### src/rtl/risc_pkg.sv
// Shared state encoding and width constants for the RISC control slice.
package risc_pkg;

  localparam int unsigned IMW = 4;
  localparam int unsigned DW  = 32;
  localparam int unsigned IW  = 32;

  typedef enum logic [2:0] {
    IDLE  = 3'd0,
    CLR   = 3'd1,
    RUN   = 3'd2,
    DRAIN = 3'd3,
    DONE  = 3'd4
  } state_t;

endpackage

### src/rtl/risc_ctrl_pipe_valid.sv
// Valid-bit shift register tracking which pipeline stages hold a real instruction.
module pipe_valid #(
  parameter int unsigned PIPE_DEPTH = 4
) (
  input  logic                  clk,
  input  logic                  reset,
  input  logic                  in,
  output logic [PIPE_DEPTH-1:0] v
);

  always_ff @(posedge clk or posedge reset) begin
    if (reset) begin
      v <= '0;
    end else begin
      v[0] <= in;
      for (int unsigned i = 1; i < PIPE_DEPTH; i++) begin
        v[i] <= v[i-1];
      end
    end
  end

endmodule

### src/rtl/risc_ctrl.sv
// Fetch/write-back sequencer: clears the register file, fetches up to end_addr,
// drains the pipeline and counts retired instructions. RST_CYC must be >= 1.
module risc_ctrl #(
  parameter int unsigned IMW        = risc_pkg::IMW,
  parameter int unsigned PIPE_DEPTH = 4,
  parameter int unsigned RST_CYC    = 2
) (
  input  logic           clk,
  input  logic           reset,
  input  logic           start,
  input  logic           stall,
  input  logic           halt_req,
  input  logic [IMW-1:0] end_addr,
  output logic [IMW-1:0] pc_out,
  output logic           im_cs,
  output logic           rf_we,
  output logic           rf_reset,
  output logic           busy,
  output logic           done,
  output logic [7:0]     retired
);

  import risc_pkg::*;

  localparam int unsigned CW = $clog2(RST_CYC + 1);

  state_t                state_q, state_d;
  logic [IMW-1:0]        pc_q;
  logic [CW-1:0]         clr_q;
  logic [PIPE_DEPTH-1:0] v;
  logic                  fetch;

  assign fetch = (state_q == RUN) && !stall && !halt_req;

  pipe_valid #(.PIPE_DEPTH(PIPE_DEPTH)) u_pipe_valid (
    .clk   (clk),
    .reset (reset),
    .in    (fetch),
    .v     (v)
  );

  always_comb begin
    state_d = state_q;
    unique case (state_q)
      IDLE:    if (start) state_d = CLR;
      CLR:     if (clr_q == '0) state_d = RUN;
      RUN: begin
        if (halt_req)                       state_d = DRAIN;
        else if (fetch && pc_q == end_addr) state_d = DRAIN;
      end
      DRAIN:   if (v == '0) state_d = DONE;
      DONE:    state_d = IDLE;
      default: state_d = IDLE;
    endcase
  end

  always_ff @(posedge clk or posedge reset) begin
    if (reset) begin
      state_q <= IDLE;
      pc_q    <= '0;
      clr_q   <= '0;
      retired <= '0;
    end else begin
      state_q <= state_d;
      if (fetch) pc_q <= pc_q + 1'b1;
      if (state_q == CLR && clr_q != '0) clr_q <= clr_q - 1'b1;
      if (rf_we && retired != 8'hFF) retired <= retired + 8'd1;
      // A new run takes precedence; the pipe is empty in IDLE so no write-back is lost.
      if (state_q == IDLE && start) begin
        pc_q    <= '0;
        retired <= '0;
        clr_q   <= CW'(RST_CYC - 1);
      end
    end
  end

  assign pc_out   = pc_q;
  assign im_cs    = fetch;
  assign rf_we    = v[PIPE_DEPTH-1];
  assign rf_reset = (state_q == CLR);
  assign busy     = (state_q != IDLE);
  assign done     = (state_q == DONE);

endmodule

### config.mk
export PLATFORM = sky130hd
export DESIGN_NAME = risc_ctrl
export DESIGN_NICKNAME = d
export VERILOG_FILES = /design/src/rtl/risc_pkg.sv /design/src/rtl/risc_ctrl_pipe_valid.sv /design/src/rtl/risc_ctrl.sv
export SDC_FILE = /design/constraint.sdc
export NUM_CORES = 1
export LEC_CHECK = 0
export CELL_PAD_IN_SITES_DETAIL_PLACEMENT = 1
export CELL_PAD_IN_SITES_GLOBAL_PLACEMENT = 2
export CORE_MARGIN = 2
export CORE_UTILIZATION = 31
export CTS_BUF_LIST = sky130_fd_sc_hd__clkbuf_16
export DETAILED_ROUTE_END_ITERATION = 16
export GPL_ROUTABILITY_DRIVEN = 0
export PLACE_DENSITY_LB_ADDON = 0.1
export SLEW_MARGIN = 10
export SYNTH_ARGS = -nofsm -noshare
export SYNTH_HDL_FRONTEND = slang
export SYNTH_SLANG_ARGS = --single-unit
### constraint.sdc
create_clock -name clk -period 3.05 [get_ports clk]
set_input_delay 0.915 -clock clk [delete_from_list [all_inputs] [get_ports clk]]
set_output_delay 0.915 -clock clk [all_outputs]
set_load 0.05 [all_outputs]
### Word-level counts from Yosys, hierarchy flattened

Cells that the tools add are included.

| operators by class | value |
|---|---|
| eq/ne operators | 10 |
| mux-type cells | 12 |
| reduce and logical (&&, ||, !) cells | 17 |
| add/sub/neg operators | 3 |

Operator list:

| kind | count |
|---|---|
| $mux 8 | 2 |
| $mux 3 | 5 |
| $pmux 3 s4 | 1 |
| $add 8x1->8 const B | 1 |
| $mux 4 | 2 |
| $ne 8x8->1 const B | 1 |
| $reduce_bool 2->1 | 4 |
| $eq 3x2->1 const B | 2 |
| $logic_and 1x1->1 | 6 |
| $add 4x1->4 const B | 1 |
| $eq 4x4->1 | 1 |
| $logic_not 4->1 | 1 |
| $mux 2 | 2 |
| $ne 2x2->1 const B | 2 |
| $reduce_and 4->1 | 1 |
| $eq 3x1->1 const B | 1 |
| $eq 3x3->1 const B | 1 |
| $logic_not 3->1 | 1 |
| $ne 3x2->1 const B | 1 |
| $reduce_bool 3->1 | 1 |
| $logic_not 1->1 | 2 |
| $logic_not 2->1 | 1 |
| $ne 2x1->1 const B | 1 |
| $sub 2x1->2 const B | 1 |

| storage, ports and cells | value |
|---|---|
| bits in registers | 21 |
| logic and storage cells | 47 |

### Logic depth before layout (Yosys ltp)

| logic depth | value |
|---|---|
| depth in word-level cells | 7 |
| gate-level depth with buffers | 5 |
| mapped depth without buffers | 5 |

### Modules after synthesis

From an unflattened synthesis, not the netlist that was laid out.

| unflattened totals | value |
|---|---|
| cells, all modules | 107 |
| area total of the unflattened synthesis | 1077.3 um2 |

By module, submodules not included:

| module | instances | area each (um2) | cells an instance |
|---|---|---|---|
| risc_ctrl | 1 | 973.4 | 102 |
| pipe_valid | 1 | 103.8 | 5 |

### Worst setup path after synthesis

OpenSTA, ideal clock, no wires.

| timing path | value |
|---|---|
| path type | input port to output port |
| from | input port halt_req |
| to | output port im_cs |
| slack | 368 ps |
| arrival time | 1767 ps |
| stages on the path | 2 |
| data required time | 2135 ps |
| path through | or4_4 -> nor2_4 |

| on the way | value |
|---|---|
| cells in the longest elaborated chain, start to end | 2 |

RTL lines:

| item | RTL line | text |
|---|---|---|
| start, declared | risc_ctrl.sv:12 | `input logic halt_req,` |
| $logic_not 1->1 | risc_ctrl.sv:33 | `assign fetch = (state_q == RUN) && !stall && !halt_req;` |
| $logic_and 1x1->1 | risc_ctrl.sv:33 |  |
| end, declared | risc_ctrl.sv:15 | `output logic im_cs,` |

Every way passes these cells.

### Final worst setup path

| timing path | value |
|---|---|
| from | input port stall |
| to | output port im_cs |

| on the way | value |
|---|---|
| cells in the longest elaborated chain, start to end | 3 |

RTL lines:

| item | RTL line | text |
|---|---|---|
| start, declared | risc_ctrl.sv:11 | `input logic stall,` |
| $logic_not 1->1 | risc_ctrl.sv:33 |  |
| $logic_and 1x1->1 (2 in series) | risc_ctrl.sv:33 |  |

Every way passes these cells.

==> out/qor.yml <==
boundaryPins: 26
finalSetupViolations: 0
whs_ns: 0.374
gr-total-overflow: 0
ant_nets: 0
tightestPinTransition_ns: 0.498
finalCriticalPeriod_ns: 2.75
r2r_slack_ns: 1.25
cts_tree: "built"
placed_cells: 178
via_count: 890
critPathTopFamily: "simple AND/OR/NAND/NOR gates"
hold_class: "register to register"
portBuffers: 25
insertion_delay_ns: 0.26
cts_sinks: 21
ys_ff_latch: 21
max_cap_viol_count: 0
critical_path.endpoint: "im_cs"
start_kind: "input port"
grt_pass1_vias: 960
worst-path-stages: 4
yosys.area.top_type: "dfrtp_1"
ys.flop_type: "dfrtp_1"
reg2reg_depth: 6
antenna_found_initial: 0
ir_drop_uv: 290
slew_headroom: 0.667
grt_start_max_net_pins: 22
diodes: 0
dp_hpwl_um: 1910
yosys.area.top_type_share: 0.498
worstSetupPathType: "input port to primary output"
dr.pass1.iters: 4
critPathMaxStageDelay_ns: 0.50
final_layout_size_suffix_gt1_frac: 0.117
cp_num_buf_inv: 2
yosysWarnings: 0
drv_slew: 0
grt_pass1_wl_um: 4490
synth_cells: 106
cts_hold_buf: 0
path_cells: "dlymetal6s2s_1, or4_4, nor2_4, buf_12"
track_usage: 0.150
die_w_um: 62.3
cp.required_ns: 2.13
area_delta_synth_final_pct: 40.2
drc: 0
syn_area_per_cell_um2: 9.95
utilization: 0.447
root_buffer: "clkbuf_16"
stdcell_count: 183
cts.clk_slew.worst_paths_ns: 0.06
cts_made_buffers: 3
synth-async-reset-ratio: 1.00
fin_worst_skew_ns: 0.00266
rsz0062_at_grt: "false"
yosysSeqAreaShare: 0.498
fin_tns_setup_ns: 0
status: "finished clean"
startpoint: "stall"
hold_violations: 0
htreeDepth: 1
p_leak_nw: 0.662
drt_wl_total_um: 2530
min_period_over_period: 0.903
slowest_stage: "or4_4"
final_nets: 150
worstReg2RegStart: "state_q[0]$_DFFE_PP0P_"
initial_core_util: 0.319
clk_path_buf_depth: 2
syn_nets: 118
max_clock_freq_mhz: 363
wire_per_inst_um: 13.8
drt-vias-per-instance: 4.86
end_kind: "primary output"
powerDensity_mw_per_mm2: 733
critPathMaxFanout: 2
synth_area_leaders: "dfrtp_1 (50%), xnor2_1 (5.8%), nor2_1 (3.9%)"
synth_cell_types: 34
r2r-end: "pc_out[1]$_DFFE_PP0P_"
syn_area_mm2: 0.00105
initialDrtViolationCount: 40
die-area_mm2: 0.00389
fp.dieH_um: 62.3
synth-edff-count: 0
rows: 21
coreArea_mm2: 0.00331
arrival_ns: 1.84
-- cell usage in the layout, fill, tap and decap left out, types with 3 or more instances in the layout --
cell,instances
buf_4,4
mux2i_1,3
nor3_1,4
inv_1,7
clkbuf_16,3
clkdlybuf4s50_1,22
nand4_1,4
o21ai_0,3
ha_1,3
a21oi_1,5
nand2_1,7
dfrtp_1,21
nor2_1,11
xnor2_1,7
nand3_1,4
-- cells by family after synthesis --
kind of cell / synth area share
buffers and inverters: 0.0332
DFF: 0.498
adders and majority gates: 0.0356
AOI/OAI and AO/OA: 0.0937
muxes: 0.0498
and+or+nand+nor: 0.223
xor gates and xnor gates: 0.0664
-- routing by layer --
metal  wire length, um  global-route usage
met5                 0                   0
met4                66              0.0833
met3                92              0.0254
met1              1140               0.187
met2              1230               0.247
-- flip-flops by register name (all words and copies together), names as in the netlist --
name and cells:
retired 8, pc_out 4, u_pipe_valid.v 4, state_q 3, clr_q 2
-- report_power, final --
group	switching, mW	internal (mW)	total [mW]
combinational	0.265	0.165	0.429
sequential	0.0533	0.321	0.374
clock	0.105	0.176	0.281
total	0.422	0.662	1.08
-- cell usage after synthesis (all sizes together) (3+ instances only) --
cell type	number
dfrtp	21
nor2	13
nand2	8
inv	7
xnor2	7
a21oi	5
nor3	5
nand3	4
nand4	4
o21ai	4
ha	3
mux2i	3
-- final cells by class --
type                       count  area, um^2
fill                         401        1830
multi-input combinational     76         494
tap                           46        57.6
inverter                       7        26.3
clock buffer                   3        75.1
sequential                    21         526
timing repair buffer          29         295
clock inverter                 1        5.00
-- worst reg2reg max path: cells and delay by family (launching register included) --
kind	cells	cell delay (ns)
simple gates	3	0.78
flops	1	0.44
buf+inv	2	0.26
mux	1	0.19
-- stage by stage --
stage / worst slack [ns] / area, um^2 / power, mW
final: 0.295 / 1480 / 1.08
after detailed placement: 0.00158 / 1390 / 0.815
after floorplan: 0.368 / 1050 / 0.675
after CTS: 0.00156 / 1470 / 1.10
after global routing: 0.227 / 1480 / 1.16
after global placement: 0.0150 / 1390 / 0.808
-- worst min path at each step --
stage / startpoint / slack [ns] / to / depth (start not counted)
global route: u_pipe_valid.v[0]$_DFF_PP0_ / 0.40 / u_pipe_valid.v[1]$_DFF_PP0_ / 0
detailed placement: u_pipe_valid.v[0]$_DFF_PP0_ / 0.36 / u_pipe_valid.v[1]$_DFF_PP0_ / 0
global placement: u_pipe_valid.v[1]$_DFF_PP0_ / 0.36 / u_pipe_valid.v[2]$_DFF_PP0_ / 0
floorplan: u_pipe_valid.v[1]$_DFF_PP0_ / 0.35 / u_pipe_valid.v[2]$_DFF_PP0_ / 0
CTS: u_pipe_valid.v[0]$_DFF_PP0_ / 0.38 / u_pipe_valid.v[1]$_DFF_PP0_ / 0
finish: u_pipe_valid.v[0]$_DFF_PP0_ / 0.37 / u_pipe_valid.v[1]$_DFF_PP0_ / 0
-- what timing repair did --
action                     in CTS  in global routing
buffers inserted                0                  1
gates resized for setup         0                  2
setup endpoints to repair       0                  1
(Power assumes the default switching activity.)
